<file path="src/rtl/alu_mc_pkg.sv">
// Shared opcode, state and condition-code definitions for the multi-cycle ALU.
package alu_mc_pkg;

    localparam logic [5:0] OP_ADD  = 6'h00;
    localparam logic [5:0] OP_AND  = 6'h01;
    localparam logic [5:0] OP_OR   = 6'h02;
    localparam logic [5:0] OP_XOR  = 6'h03;
    localparam logic [5:0] OP_SUB  = 6'h04;
    localparam logic [5:0] OP_ANDN = 6'h05;
    localparam logic [5:0] OP_ORN  = 6'h06;
    localparam logic [5:0] OP_XNOR = 6'h07;
    localparam logic [5:0] OP_ADDX = 6'h08;
    localparam logic [5:0] OP_UMUL = 6'h0A;
    localparam logic [5:0] OP_SMUL = 6'h0B;
    localparam logic [5:0] OP_SUBX = 6'h0C;
    localparam logic [5:0] OP_SLL  = 6'h25;
    localparam logic [5:0] OP_SRL  = 6'h26;
    localparam logic [5:0] OP_SRA  = 6'h27;

    localparam int CC_BIT = 4;

    typedef enum logic {
        IDLE = 1'b0,
        MUL  = 1'b1
    } state_e;

    localparam int ICC_N = 3;
    localparam int ICC_Z = 2;
    localparam int ICC_V = 1;
    localparam int ICC_C = 0;

endpackage

</file>
<file path="src/rtl/alu_mc_mul.sv">
// Iterative radix-2 shift-add multiplier; signed mode multiplies magnitudes and
// negates the product. done/product are combinational on the last iteration.
module alu_mc_mul
    import alu_mc_pkg::*;
#(
    parameter  int WIDTH = 32,
    localparam int CW    = $clog2(WIDTH)
) (
    input  logic               clk,
    input  logic               reset_n,
    input  logic               start,
    input  logic [WIDTH-1:0]   a,
    input  logic [WIDTH-1:0]   b,
    input  logic               signed_mode,
    output logic               done,
    output logic [2*WIDTH-1:0] product
);

    localparam logic [WIDTH-1:0] ONE = WIDTH'(1);

    logic                 r_busy;
    logic [CW-1:0]        r_cnt;
    logic [WIDTH-1:0]     r_mcand;
    logic [2*WIDTH-1:0]   r_acc;
    logic                 r_neg;

    logic [WIDTH-1:0]     w_a_mag;
    logic [WIDTH-1:0]     w_b_mag;
    logic [WIDTH:0]       w_sum;
    logic [2*WIDTH-1:0]   w_acc_next;

    assign w_a_mag = (signed_mode && a[WIDTH-1]) ? (~a + ONE) : a;
    assign w_b_mag = (signed_mode && b[WIDTH-1]) ? (~b + ONE) : b;

    // Multiplier sits in the low half and is consumed one bit per cycle.
    assign w_sum      = {1'b0, r_acc[2*WIDTH-1:WIDTH]}
                      + {1'b0, (r_acc[0] ? r_mcand : {WIDTH{1'b0}})};
    assign w_acc_next = {w_sum, r_acc[WIDTH-1:1]};

    assign done    = r_busy && (r_cnt == CW'(WIDTH-1));
    assign product = r_neg ? (~w_acc_next + {{WIDTH{1'b0}}, ONE}) : w_acc_next;

    always_ff @(posedge clk) begin
        if (!reset_n) begin
            r_busy  <= 1'b0;
            r_cnt   <= '0;
            r_mcand <= '0;
            r_acc   <= '0;
            r_neg   <= 1'b0;
        end else if (start) begin
            r_busy  <= 1'b1;
            r_cnt   <= '0;
            r_mcand <= w_a_mag;
            r_acc   <= {{WIDTH{1'b0}}, w_b_mag};
            r_neg   <= signed_mode && (a[WIDTH-1] ^ b[WIDTH-1]);
        end else if (r_busy) begin
            r_acc <= w_acc_next;
            r_cnt <= r_cnt + CW'(1);
            if (done) begin
                r_busy <= 1'b0;
            end
        end
    end

endmodule

</file>
<file path="src/rtl/alu_mc.sv">
// Multi-cycle integer ALU with registered result, Y and icc; single-cycle
// add/sub/logic/shift ops plus an iterative multiply.
//   state | meaning
//   IDLE  | ready; single-cycle ops complete at the accepting edge
//   MUL   | multiply in progress, in_ready low for WIDTH cycles
module alu_mc
    import alu_mc_pkg::*;
#(
    parameter  int WIDTH = 32,
    localparam int SHW   = $clog2(WIDTH)
) (
    input  logic             clk,
    input  logic             reset_n,
    input  logic             in_valid,
    output logic             in_ready,
    input  logic [5:0]       op,
    input  logic [WIDTH-1:0] a,
    input  logic [WIDTH-1:0] b,
    output logic             out_valid,
    output logic [WIDTH-1:0] res,
    output logic [WIDTH-1:0] y,
    output logic [3:0]       icc,
    output logic             illegal_op
);

    state_e               r_state;
    state_e               w_state_nxt;
    logic                 r_out_valid;
    logic                 r_illegal;
    logic [WIDTH-1:0]     r_res;
    logic [WIDTH-1:0]     r_y;
    logic [3:0]           r_icc;
    logic                 r_mul_cc;

    logic                 w_in_ready;
    logic                 w_accept;
    logic                 w_cin;
    logic [WIDTH:0]       w_sum;
    logic [WIDTH:0]       w_diff;
    logic [5:0]           w_base;
    logic [WIDTH-1:0]     w_res;
    logic                 w_c;
    logic                 w_v;
    logic                 w_legal;
    logic                 w_is_mul;
    logic                 w_wr_icc;
    logic [3:0]           w_icc_new;
    logic                 w_mul_start;
    logic                 w_mul_done;
    logic [2*WIDTH-1:0]   w_prod;

    assign w_accept = in_valid && w_in_ready;

    // Only ADDX/SUBX have bit 3 set among the add/sub codes, so they take icc.C.
    assign w_cin  = op[3] ? r_icc[ICC_C] : 1'b0;
    assign w_sum  = {1'b0, a} + {1'b0, b} + {{WIDTH{1'b0}}, w_cin};
    assign w_diff = {1'b0, a} - {1'b0, b} - {{WIDTH{1'b0}}, w_cin};
    assign w_base = {2'b00, op[3:0]};

    always_comb begin
        w_res    = '0;
        w_c      = 1'b0;
        w_v      = 1'b0;
        w_legal  = 1'b1;
        w_is_mul = 1'b0;
        w_wr_icc = 1'b0;
        if (op[5]) begin
            case (op)
                OP_SLL:  w_res = a << b[SHW-1:0];
                OP_SRL:  w_res = a >> b[SHW-1:0];
                OP_SRA:  w_res = $signed(a) >>> b[SHW-1:0];
                default: w_legal = 1'b0;
            endcase
        end else begin
            w_wr_icc = op[CC_BIT];
            case (w_base)
                OP_ADD, OP_ADDX: begin
                    w_res = w_sum[WIDTH-1:0];
                    w_c   = w_sum[WIDTH];
                    w_v   = (a[WIDTH-1] == b[WIDTH-1]) && (w_sum[WIDTH-1] != a[WIDTH-1]);
                end
                OP_SUB, OP_SUBX: begin
                    w_res = w_diff[WIDTH-1:0];
                    w_c   = w_diff[WIDTH];
                    w_v   = (a[WIDTH-1] != b[WIDTH-1]) && (w_diff[WIDTH-1] != a[WIDTH-1]);
                end
                OP_AND:  w_res = a & b;
                OP_OR:   w_res = a | b;
                OP_XOR:  w_res = a ^ b;
                OP_ANDN: w_res = a & ~b;
                OP_ORN:  w_res = a | ~b;
                OP_XNOR: w_res = ~(a ^ b);
                OP_UMUL, OP_SMUL: w_is_mul = 1'b1;
                default: begin
                    w_legal  = 1'b0;
                    w_wr_icc = 1'b0;
                end
            endcase
        end
    end

    assign w_icc_new   = {w_res[WIDTH-1], (w_res == '0), w_v, w_c};
    assign w_mul_start = w_accept && w_is_mul;

    alu_mc_mul #(.WIDTH(WIDTH)) u_mul (
        .clk         (clk),
        .reset_n     (reset_n),
        .start       (w_mul_start),
        .a           (a),
        .b           (b),
        .signed_mode (op[0]),
        .done        (w_mul_done),
        .product     (w_prod)
    );

    always_ff @(posedge clk) begin
        if (!reset_n) begin
            r_state <= IDLE;
        end else begin
            r_state <= w_state_nxt;
        end
    end

    always_comb begin
        w_state_nxt = r_state;
        case (r_state)
            IDLE:    if (w_mul_start) w_state_nxt = MUL;
            MUL:     if (w_mul_done)  w_state_nxt = IDLE;
            default: w_state_nxt = IDLE;
        endcase
    end

    always_comb begin
        w_in_ready = (r_state == IDLE);
    end

    always_ff @(posedge clk) begin
        if (!reset_n) begin
            r_out_valid <= 1'b0;
            r_illegal   <= 1'b0;
            r_res       <= '0;
            r_y         <= '0;
            r_icc       <= '0;
            r_mul_cc    <= 1'b0;
        end else begin
            r_out_valid <= 1'b0;
            r_illegal   <= 1'b0;
            if (w_accept && !w_is_mul) begin
                r_out_valid <= 1'b1;
                r_illegal   <= !w_legal;
                r_res       <= w_res;
                if (w_wr_icc) begin
                    r_icc <= w_icc_new;
                end
            end
            if (w_mul_start) begin
                r_mul_cc <= op[CC_BIT];
            end
            if (w_mul_done) begin
                r_out_valid <= 1'b1;
                r_res       <= w_prod[WIDTH-1:0];
                r_y         <= w_prod[2*WIDTH-1:WIDTH];
                if (r_mul_cc) begin
                    r_icc <= {w_prod[WIDTH-1], (w_prod[WIDTH-1:0] == '0), 2'b00};
                end
            end
        end
    end

    assign in_ready   = w_in_ready;
    assign out_valid  = r_out_valid;
    assign illegal_op = r_illegal;
    assign res        = r_res;
    assign y          = r_y;
    assign icc        = r_icc;

endmodule

</file>
<file path="config.mk">
export PLATFORM = sky130hd
export DESIGN_NAME = alu_mc
export DESIGN_NICKNAME = d
export VERILOG_FILES = /design/src/rtl/alu_mc_pkg.sv /design/src/rtl/alu_mc_mul.sv /design/src/rtl/alu_mc.sv
export SDC_FILE = /design/constraint.sdc
export NUM_CORES = 1
export LEC_CHECK = 0
export CAP_MARGIN = 20
export CORE_ASPECT_RATIO = 0.9
export CORE_UTILIZATION = 45
export DETAILED_ROUTE_END_ITERATION = 10
export HOLD_SLACK_MARGIN = 0.02
export PLACE_DENSITY = 0.65
export REMOVE_ABC_BUFFERS = 1
export SYNTH_ARGS = -nofsm -noshare
export SYNTH_HDL_FRONTEND = slang
export SYNTH_HIERARCHICAL = 1
export SYNTH_SLANG_ARGS = --single-unit
</file>
<file path="constraint.sdc">
create_clock -name clk -period 8.4 [get_ports clk]
set_clock_uncertainty 0.15 [all_clocks]
set_input_delay 1.68 -clock clk [delete_from_list [all_inputs] [get_ports clk]]
set_output_delay 1.68 -clock clk [all_outputs]
set_load 0.005 [all_outputs]
</file>
# --- After elaboration in Yosys (flattened, before gate mapping) ---
# Cells that the tools add are included.
# Widths: inputs -> output; s select.
word_totals:
  register_bits: 175
  input_bits: 73
  out_inout_bits: 71
  wordCells: 113
op_classes:
  n_addsub: 9
  eq_ne: 19
  shifts: 3
  muxes: 34
  n_bitwise: 12
  n_reduce_logical: 23
op_table:
  columns: ["cell", "n"]
  rows:
  - ["$mux 32", 8]
  - ["$pmux 32 s8", 1]
  - ["$not 32->32", 3]
  - ["$pmux 32 s3", 1]
  - ["$add 32x32->33", 2]
  - ["$add 32x1->32 const B", 2]
  - ["$add 64x1->64 const B", 1]
  - ["$and 32x32->32", 2]
  - ["$logic_not 32->1", 2]
  - ["$mux 64", 1]
  - ["$not 64->64", 1]
  - ["$or 32x32->32", 2]
  - ["$add 33x1->33", 1]
  - ["$sub 32x32->33", 1]
  - ["$sub 33x1->33", 1]
  - ["$shl 32x5->32", 1]
  - ["$shr 32x5->32", 1]
  - ["$sshr 32x5->32", 1]
  - ["$xor 32x32->32", 1]
  - ["$eq 6x6->1 const B", 3]
  - ["$eq 4x3->1 const B", 4]
  - ["$eq 4x4->1 const B", 4]
  - ["$mux 1", 16]
  - ["$mux 4", 4]
  - ["17 further kinds", 36]

# --- Longest topological paths before layout ---
depth:
  depth_word: 10
  mapped_depth: 20
  mapped_depth_nobuf: 20

# --- Cells and area by module ---
# The synthesis kept the hierarchy.
by_module_without_submodules:
  columns: ["mod", "n_inst", "cells_per_inst", "area_each_um2", "seq_area_each_um2"]
  rows:
  - ["alu_mc", 1, 1868, 13721.9, 1441.4]
  - ["alu_mc_mul", 1, 1206, 9206.3, 2062.0]

# --- Worst setup path after synthesis ---
# No wires, ideal clock.
synth_path:
  path_type: "input-to-reg"
  startpoint: "in b[0]"
  endpoint: "reg r_icc[1] (netlist: icc[1])"
  setup_ns: 0.123
  arrival_ns: 5.110
  required_time_ns: 8.127
  path_slack_ns: 3.018
  path_stages: 17
  n_path_buf: 3
  cell_sequence: "buf_2 -> inv_2 -> buf_2 -> clkbuf_1 -> fa_1 -> ha_1 -> nor4b_1 -> a22oi_1 -> a32oi_2 -> o21ai_1 -> a41oi_1 -> o21ai_1 -> xnor2_1 -> nor3_1 -> a311o_1 -> o211ai_1 -> a21oi_1"
synth_via:
  elab_chain_len: 10
  elab_cells_between_ends: 14
  classes_between: "4 x add/sub; 2 x eq/ne; 6 x mux; 2 x reduce/logical"
synth_lines:
  columns: ["item", "line_no", "rtl"]
  rows:
  - ["from (decl)", "alu_mc.sv:18", "input logic [WIDTH-1:0] b,"]
  - ["$sub 32x32->33 / $add 32x32->33 (equally long branches)", "alu_mc.sv:57, alu_mc.sv:56", null]
  - ["$sub 33x1->33 / $add 33x1->33 (equally long branches)", "alu_mc.sv:57, alu_mc.sv:56", null]
  - ["$ne 1x1->1, on equally long branches", "alu_mc.sv:85, alu_mc.sv:80", null]
  - ["$logic_and 1x1->1, on equally long branches", "alu_mc.sv:85, alu_mc.sv:80", null]
  - ["$pmux 1 s2 (*)", "alu_mc.sv:76", "case (w_base)"]
  - ["$mux 1 (*)", "alu_mc.sv:67", "if (op[5]) begin"]
  - ["$mux 4 (*)", "alu_mc.sv:152", "if (w_wr_icc) begin"]
  - ["$mux 4 (*)", "alu_mc.sv:148", "if (w_accept && !w_is_mul) begin"]
  - ["$mux 4", "alu_mc.sv:163", "if (r_mul_cc) begin"]
  - ["$mux 4 (*)", "alu_mc.sv:159", "if (w_mul_done) begin"]
  - ["to (signal assigned)", "alu_mc.sv:153", "r_icc <= w_icc_new;"]
  - ["to (signal assigned)", "alu_mc.sv:164", "r_icc <= {w_prod[WIDTH-1], (w_prod[WIDTH-1:0] == '0), 2'b00};"]
  - ["to (decl)", "alu_mc.sv:32", "logic [3:0] r_icc;"]
# Mark *: on every way between the ends. The rest lies on a longest branch, timed or not.
# A chain may end at the register's enable or synchronous reset.

# --- Worst setup path after layout ---
layout_path:
  startpoint: "in a[15]"
  endpoint: "reg r_res[19] (netlist: res[19])"
layout_via:
  elab_chain_len: 6
  elab_cells_between_ends: 12
  classes_between: "4 x add/sub; 3 x shift; 5 x mux"
layout_lines:
  columns: ["item", "line_no", "rtl"]
  rows:
  - ["from (decl)", "alu_mc.sv:17", "input logic [WIDTH-1:0] a,"]
  - ["$sub 32x32->33 / $add 32x32->33 (equally long branches)", "alu_mc.sv:57, alu_mc.sv:56", null]
  - ["$sub 33x1->33 / $add 33x1->33 (equally long branches)", "alu_mc.sv:57, alu_mc.sv:56", null]
  - ["$pmux 32 s8", "alu_mc.sv:76", null]
  - ["$mux 32 (*)", "alu_mc.sv:67", null]
  - ["$mux 32 (*)", "alu_mc.sv:148", null]
  - ["$mux 32 (*)", "alu_mc.sv:159", null]
  - ["to (signal assigned)", "alu_mc.sv:151", "r_res <= w_res;"]
  - ["to (signal assigned)", "alu_mc.sv:161", "r_res <= w_prod[WIDTH-1:0];"]
  - ["to (decl)", "alu_mc.sv:30", "logic [WIDTH-1:0] r_res;"]
# Mark *: on every way between the ends. The rest lies on a longest branch, timed or not. The select of a mux whose other input is x is not followed.

==> results_dict.tcl <==
set metrics [dict create \
    status "complete, no violations" \
    cpPeakStageDelay_ns 0.91 \
    slowest_stage "clkdlybuf4s50_1" \
    final.setup.worst_slack_ns 1.65 \
    period_minus_slack_ns 6.75 \
    gp_congestion 1.10 \
    multi_input_area_um2 17900 \
    end_kind "flop" \
    timing.fmax_ghz 0.148 \
    firstDrtPassIters 8 \
    cts_sinks 175 \
    hold_viol 0 \
    async_reset_ff_share_pct 0 \
    start_util_pct 45.5 \
    worst_ir_drop_vdd_v 0.000151 \
    worst-setup-path-type "in -> reg" \
    ys_seq_elements 175 \
    p_per_area_nw_per_um2 115 \
    tns_ns 0 \
    nNetsFinal 3286 \
    dominantRegCellSynth "dfxtp_1" \
    finalMaxSlewViolations 0 \
    syn_to_final_growth_pct 10.3 \
    routed_wl_mm 107 \
    fp.dieH_um 216 \
    netlist_area_um2 22900 \
    antenna_found_initial 6 \
    clockBufferDepth 2 \
    wl_per_cell_um 28.3 \
    clk_latency_ns 0.46 \
    p_sw_mw 1.22 \
    pin_count 144 \
    synth_edf_count 0 \
    swShare_pct 42.1 \
    drt_iter0_markers 3139 \
    avgViaCountPerCell 6.81 \
    dieArea_um2 51900 \
    vias 25700 \
    place_hpwl_mm 82.5 \
    rsz0062_at_grt "no" \
    crit_chain "clkdlybuf4s50_1 > inv_1 > ha_1 > inv_1 > ha_1 > a21oi_1 > o211ai_1 > a221oi_1 > o21ai_1 > xor2_1 > a211oi_1 > o221ai_1 > o21ai_0 > o21ai_0 > and2_1" \
    p_int_mw 1.68 \
    grt_pass1_wl_mm 156 \
    synth_top_area_cell "dfxtp_1" \
    setup_violations 0 \
    syn_avg_cell_area_um2 7.46 \
    relSlewSlack_pct 20.8 \
    drv_cap 0 \
    post-cts-setup-buffers 0 \
    p_leak_nw 10.0 \
    arrival_ns 6.96 \
    cts_resized 0 \
    worstSetupStartpointType "input port" \
    portBuffers 143 \
    synthTopCellsByArea "dfxtp_1 (15%), mux2i_1 (7.4%), ha_1 (7.1%)" \
    hold_buffers 0 \
    yosysSeqAreaShare_pct 15.3 \
    fill_cells 5056 \
    seqPwrFrac_pct 30.1 \
    crit_fanout 13 \
    drive_gt1_share_pct 7.73 \
    critPathBufInv 3 \
    worstPathRequired_ns 8.61 \
    cts_tree "done" \
    cts-htree-levels 4 \
    seqCellArea_um2 3510 \
    postLayoutCoreUtil_pct 50.2 \
    ant_nets 0 \
    worst_pin_slew_ns 1.18 \
    coreArea_um2 50400 \
    numCtsBuffers 17 \
    ys_warn_count 6 \
    netlist_instances 3074 \
    finalPower_mw 2.91 \
    pwr-share-comb_pct 42.4 \
    yosys.area.top_type_share_pct 15.3 \
    root_buffer "clkbuf_16" \
    cp_top_family "compound AO/OA/AOI/OAI gates" \
    clkPwrFrac_pct 27.5 \
    grt_usage_pct 40.3 \
    place_ws_ns 1.46 \
    die_x_um 240 \
    path_clk_slew_ns 0.08 \
    grt_pass1_vias 23600 \
    ys_types 100 \
    rows 78 \
    worstHoldPathType "reg -> reg" \
    min_period_over_period_pct 80.4 \
    drc 0 \
    grt_overflow_total 0 \
    grt_max_degree 74 \
]
worst paths after layout:
| kind | start | end | slack (ns) | depth (start not counted) |
|---|---|---|---|---|
| max | a[15] | res[19] | 1.65 | 15 |
| min | u_mul/r_mcand[24] | u_mul/r_mcand[24] | 0.32 | 1 |
| max reg2reg | u_mul/r_acc[0] | y[31] | 2.59 | 15 |
| min reg2reg | u_mul/r_mcand[24] | u_mul/r_mcand[24] | 0.32 | 1 |
Yosys cell counts, drive strengths merged (19+ instances only):
cell	instances
a221oi	22
xnor2	133
dfxtp	175
nor2	317
buf	68
nand2	242
o211a	40
mux2i	169
nor4	35
nor2b	48
a211oi	56
a31oi	22
or4	24
o211ai	39
or3	37
and2	65
o21ai	158
mux2	39
a21oi	252
nor3	62
o41ai	19
xor2	83
o31ai	37
ha	131
nand2b	24
o22ai	36
clkbuf	156
nand4	37
o221ai	20
mux4	39
inv	140
nand3	54
a21o	35
cell type report:
type                            instances  share of cell area, %
Multi-Input combinational cell       2533                   70.9
Sequential cell                       175                   13.9
Timing Repair Buffer                  208                   7.47
Tap cell                              680                   3.36
Inverter                              142                   2.11
Clock buffer                           17                   1.68
Clock inverter                         15                  0.574
Antenna cell                            1                0.00989
cell usage in the layout (no fill, tap or decap), types with 17 or more instances in the layout:
master,Yosys,final
mux2i_1,169,169
a21o_1,35,35
nor2_1,317,315
o21ai_0,153,152
or3_1,36,36
nand3_1,54,54
o211a_1,40,40
o22ai_1,36,36
nand2b_1,24,24
a21oi_1,252,251
and3_1,17,17
ha_1,131,131
xnor2_1,133,133
xor2_1,83,83
nand4_1,37,37
a221oi_1,21,21
nor4_1,34,34
nor2b_1,48,48
and2_1,63,61
dfxtp_1,175,173
mux4_2,39,39
o31ai_1,36,36
clkbuf_16,0,17
clkdlybuf4s50_1,0,136
or4_1,22,22
o221ai_1,19,19
a31oi_1,22,22
nor3_1,59,59
mux2_2,39,39
buf_4,11,67
a211oi_1,55,55
o21bai_1,18,18
nand2_1,241,241
inv_1,137,135
o211ai_1,39,39
power groups by stage:
stage	sequential, mW	clock [mW]	combinational [mW]
2_1_floorplan	0.883	0	0.689
3_3_place_gp	0.892	0	1.18
3_5_place_dp	0.892	0	1.18
4_1_cts	0.873	0.813	1.19
5_1_grt	0.876	0.847	1.30
6_report	0.875	0.799	1.23
per-layer routing:
layer  global-route usage [%]  routed length (um)  vias to the layer above
li1                         -                   -                    11400
met3                     9.96               11800                      312
met2                     58.7               44000                     1607
met1                     54.5               44800                    12400
met4                     20.8                6150                        4
met5                        0                  21                        -
stage by stage:
stage | hold slack, ns | instances | area, um^2
floorplan | 0.296 | 2850 | 21900
finish | 0.324 | 3771 | 25300
CTS | 0.327 | 3769 | 25300
detailed placement | 0.310 | 3737 | 24700
global placement | 0.309 | 3737 | 24700
global route | 0.335 | 3770 | 25300
cell families after synthesis:
| family | after synthesis | synth area share [%] |
|---|---|---|
| mux | 247 | 13.1 |
| flops | 175 | 15.3 |
| xor+xnor | 216 | 8.25 |
| simple gates | 1019 | 21.9 |
| fa+ha+maj | 136 | 7.59 |
| compound gates | 915 | 27.2 |
| buf+inv | 366 | 6.63 |
flip-flops by register name, summed over array words and instances (netlist names):
signal	count
res	32
out_valid	1
u_mul/r_mcand	32
u_mul/r_busy	1
u_mul/r_cnt	5
y	32
u_mul/r_neg	1
illegal_op	1
icc	4
r_mul_cc	1
u_mul/r_acc	64
r_state	1
No activity file was read; power rests on OpenSTA's default activity.
